**config.mk**
```make
export PLATFORM = sky130hd
export DESIGN_NAME = scanchain_write_arbiter
export DESIGN_NICKNAME = d
export VERILOG_FILES = /design/src/rtl/scanchain_write_arbiter.sv
export SDC_FILE = /design/constraint.sdc
export NUM_CORES = 1
export LEC_CHECK = 0
export ABC_AREA = 1
export CORE_AREA = 2 2 214 216
export CTS_BUF_LIST = sky130_fd_sc_hd__clkbuf_16
export CTS_CLUSTER_DIAMETER = 50
export DETAILED_ROUTE_END_ITERATION = 6
export DIE_AREA = 0 0 216 218
export DONT_BUFFER_PORTS = 1
export GPL_TIMING_DRIVEN = 0
export PLACE_DENSITY = 0.34
export SLEW_MARGIN = 30
export SYNTH_ARGS = -nofsm -noshare
export SYNTH_HDL_FRONTEND = slang
export SYNTH_SLANG_ARGS = --single-unit
```
**constraint.sdc**
```tcl
create_clock -name clk -period 11.2 [get_ports clk]
set_input_delay 1.68 -clock clk [delete_from_list [all_inputs] [get_ports clk]]
set_output_delay 1.68 -clock clk [all_outputs]
set_load 0.005 [all_outputs]
```
**src/rtl/scanchain_write_arbiter.sv**
```systemverilog
// Round-robin arbiter that funnels NUM_REQ scan-chain write requesters into one
// registered write port, holding each captured transaction until downstream accepts it.
module scanchain_write_arbiter #(
  parameter int NUM_REQ      = 2,
  parameter int ADDR_BITS    = 12,
  parameter int PAYLOAD_BITS = 169,
  localparam int ID_BITS     = (NUM_REQ > 1) ? $clog2(NUM_REQ) : 1
) (
  input  logic                            clk,
  input  logic                            reset,
  input  logic [NUM_REQ-1:0]              req_valid,
  output logic [NUM_REQ-1:0]              req_ready,
  input  logic [NUM_REQ*ADDR_BITS-1:0]    req_addr,
  input  logic [NUM_REQ*PAYLOAD_BITS-1:0] req_payload,
  input  logic [NUM_REQ-1:0]              req_reset,
  output logic                            write_valid,
  input  logic                            write_ready,
  output logic [ADDR_BITS-1:0]            write_addr,
  output logic [PAYLOAD_BITS-1:0]         write_payload,
  output logic                            write_reset,
  output logic [ID_BITS-1:0]              grant_id,
  output logic                            busy
);

  typedef enum logic {IDLE, HOLD} state_t;

  state_t                  state;
  state_t                  next_state;
  logic [ID_BITS-1:0]      rr_ptr;
  logic [ID_BITS-1:0]      sel;
  logic                    any_valid;
  logic                    capture;
  logic                    done_xfer;
  logic [ADDR_BITS-1:0]    sel_addr;
  logic [PAYLOAD_BITS-1:0] sel_payload;
  logic                    sel_reset;

  // Walk candidates from farthest to nearest so the nearest valid one (starting at rr_ptr) wins.
  always_comb begin : pick_requester
    int                 idx;
    logic [ID_BITS-1:0] cand;
    sel       = '0;
    any_valid = 1'b0;
    idx       = 0;
    cand      = '0;
    for (int k = NUM_REQ - 1; k >= 0; k--) begin
      idx = int'(rr_ptr) + k;
      if (idx >= NUM_REQ) idx = idx - NUM_REQ;
      cand = ID_BITS'(idx);
      if (req_valid[cand]) begin
        sel       = cand;
        any_valid = 1'b1;
      end
    end
  end

  always_comb begin
    sel_addr    = '0;
    sel_payload = '0;
    sel_reset   = 1'b0;
    for (int i = 0; i < NUM_REQ; i++) begin
      if (sel == ID_BITS'(i)) begin
        sel_addr    = req_addr[i*ADDR_BITS +: ADDR_BITS];
        sel_payload = req_payload[i*PAYLOAD_BITS +: PAYLOAD_BITS];
        sel_reset   = req_reset[i];
      end
    end
  end

  always_ff @(posedge clk or posedge reset) begin
    if (reset) state <= IDLE;
    else       state <= next_state;
  end

  always_comb begin
    next_state = state;
    req_ready  = '0;
    capture    = 1'b0;
    done_xfer  = 1'b0;
    case (state)
      IDLE: begin
        if (any_valid) begin
          req_ready[sel] = 1'b1;
          capture        = 1'b1;
          next_state     = HOLD;
        end
      end
      HOLD: begin
        if (write_valid && write_ready) begin
          done_xfer  = 1'b1;
          next_state = IDLE;
        end
      end
      default: next_state = IDLE;
    endcase
  end

  // Captured fields and grant_id persist after the transfer; only write_valid drops.
  always_ff @(posedge clk or posedge reset) begin
    if (reset) begin
      rr_ptr        <= '0;
      write_valid   <= 1'b0;
      write_addr    <= '0;
      write_payload <= '0;
      write_reset   <= 1'b0;
      grant_id      <= '0;
    end else if (capture) begin
      write_valid   <= 1'b1;
      write_addr    <= sel_addr;
      write_payload <= sel_payload;
      write_reset   <= sel_reset;
      grant_id      <= sel;
    end else if (done_xfer) begin
      write_valid <= 1'b0;
      if (grant_id == ID_BITS'(NUM_REQ - 1)) rr_ptr <= '0;
      else                                   rr_ptr <= grant_id + 1'b1;
    end
  end

  assign busy = (state == HOLD);

endmodule

```
==> impl_metrics.tcl <==
set metrics [dict create \
    outcome "finished, final reports clean" \
    layout.cells.non_filler 2156 \
    gp_congestion 0.869 \
    cts_buffers 17 \
    drive_gt1_frac 0.0761 \
    grt_max_degree 82 \
    p_leak_nw 6.85 \
    finalPower_mw 1.57 \
    max-vdd-ir-drop_v 0.0000743 \
    clock_sinks 186 \
    h-tree-depth 4 \
    worstSetupStartpointType "primary input" \
    coreArea_mm2 0.0449 \
    avgViaCountPerCell 4.50 \
    yosysTopAreaCellShare 0.452 \
    drtAntennaViolNets 0 \
    rsz0062_at_grt "no" \
    grt_usage 0.182 \
    synthFlopType "dfrtp_1" \
    postCtsHoldBufs 0 \
    pin_count 556 \
    final_cell_area_mm2 0.0117 \
    port_buffers 0 \
    placed_cell_area_mm2 0.0111 \
    post-cts-setup-buffer-count 0 \
    crit_arrival_ps 2820 \
    max_freq_mhz 222 \
    ys_types 15 \
    fin_nets 1908 \
    hold_path_depth 2 \
    drt_iter0_markers 537 \
    insertion_delay_ps 460 \
    postSynthCellCount 1518 \
    synth_edf_count 0 \
    slew_violations 0 \
    r2r_start "rr_ptr" \
    wl_met3_mm 3.92 \
    met1_length_mm 17.3 \
    setup_violations 0 \
    worstMarginPinSlew_ps 576 \
    ys_seq_area_frac 0.452 \
    syn_to_final_growth_pct 13.7 \
    via_count 9693 \
    cpMaxStageDelayCell "buf_2" \
    synth_common_cells "nand2_1, nand3_1, inv_1" \
    ys_warn_count 0 \
    first_pass_iters 7 \
    cts_root_buffer "clkbuf_16" \
    async_flop_share 1.00 \
    hold_viol 0 \
    r2r_cells 7 \
    avgSynthCellArea_um2 6.78 \
    syn_area_mm2 0.0103 \
    power_density_mw_per_mm2 135 \
    critPathRequiredTime_ps 9520 \
    hold_path.class "reg -> reg" \
    finalWirelength_mm 43.5 \
    post_cts_resized 0 \
    yosys.area.top_type "dfrtp_1" \
    path_clk_slew_ps 70 \
    rr_endpoint "write_payload[25]" \
    floorplan.die.width_um 216 \
    crit_top_cell "buf_2" \
    dp_hpwl_mm 34.4 \
    cts_tree "done" \
    cp.buffers_inverters 4 \
    critical_path.max_stage_delay_ps 350 \
    grt_pass1_vias 9705 \
    relSlewSlack 0.616 \
    fin_crit_sh 0.402 \
    path_delay_family "buffers and inverters" \
    utilization 0.261 \
    netlist_top_cells_area "dfrtp_1, nand2_1, nand3_1" \
    syn_nets 1887 \
    worstPathCellList "buf_2 -> nand2_1 -> buf_2 -> buf_2 -> nand2_1 -> inv_2" \
    synth_seq_cells 186 \
    grt_pass1_wl_mm 63.4 \
    dp_cells 2120 \
    period_needed_ps 4500 \
    whs_endpoint "write_payload[113]" \
    start_util 0.229 \
    crit_fanout 10 \
    yosysMostFrequentCell "nand2_1" \
    cts_buffer_depth 2 \
    antenna_found_initial 4 \
    hold_start "write_payload[113]" \
    rrSetupSlack_ps 9440 \
    overflow 0 \
    die-area_mm2 0.0471 \
    path_class "in -> out" \
    max-cap-violations 0 \
    dr.max_layer_used "met4" \
    clock-skew-final_ps 13.2 \
    tns_ps 0 \
    die_h_um 218 \
    end_kind "primary output" \
    met2_length_mm 21.5 \
    wl_per_cell_um 20.2 \
    drc 0 \
    rows 78 \
]
==> logic make-up (layout without fill, tap and decap cells) <==
group                  Yosys count  in the layout  share of synthesized area
DFF                            186            186                      0.452
AOI/OAI and AO/OA                5              5                    0.00243
other                            0              5                          0
buffers and inverters          429            462                      0.168
and+or+nand+nor                898            898                      0.378
==> metrics by stage <==
step / hold slack [ps] / setup WS, ps
2_1_floorplan: 473 / 4460
4_1_cts: 514 / 6660
3_5_place_dp: 494 / 6670
6_report: 507 / 6700
3_3_place_gp: 495 / 1450
5_1_grt: 537 / 6570
==> sequential cells by signal, indices dropped and copies added (netlist names) <==
name	flops
write_addr	12
rr_ptr	1
grant_id	1
busy	1
write_valid	1
write_reset	1
write_payload	169
==> per-layer routing <==
layer | vias to the layer above | track usage
li1 | 4630 | -
met5 | - | 0
met4 | 0 | 0.0546
met2 | 383 | 0.310
met3 | 39 | 0.0725
met1 | 4641 | 0.211
==> worst reg2reg max path, stage by stage, from the launching register on <==
cell      delay [ps]
dfrtp_1          320
inv_1             50
nand2_1          110
buf_2            380
clkbuf_1         440
nand3_1          140
nand3_1          130
nand2_1           70
==> report_power, final <==
part	switching (mW)	total, mW	internal (mW)
Combinational	0.0968	0.153	0.0563
Sequential	0.0589	0.784	0.725
Clock	0.289	0.636	0.348
Total	0.444	1.57	1.13
==> how the worst max path moves through the flow <==
stage / from / endpoint / cells after the start
2_1_floorplan: reset / busy / 1
5_1_grt: req_valid[1] / req_ready[0] / 6
4_1_cts: req_valid[1] / req_ready[0] / 6
3_3_place_gp: reset / write_payload[104] / 1
6_report: req_valid[1] / req_ready[0] / 6
3_5_place_dp: req_valid[1] / req_ready[0] / 6
==> cells in the final DEF (no fill, tap or decap), types with 2 or more instances in the layout <==
cell and instances:
buf_1 3, buf_16 2, buf_2 82, buf_4 3, bufinv_16 3, clkbuf_1 15
clkbuf_16 17, clkinv_1 2, clkinv_2 2, clkinvlp_4 2, dfrtp_1 186, diode_2 5
inv_1 325, inv_2 2, inv_6 2, nand2_1 508, nand3_1 365, nand4_1 22
nor2_1 2, o21ai_0 3
==> layout make-up <==
cell class,instances,area [um2]
inverters,326,1230
fillers,5106,33200
clock inverters,14,156
flip-flops and latches,186,4650
clock buffers,17,425
diodes,5,12.5
multi-input cells,903,3910
repair buffers,2,55.1
well taps,600,751
plain buffers,103,500
Power figures use the tool's default switching activity.
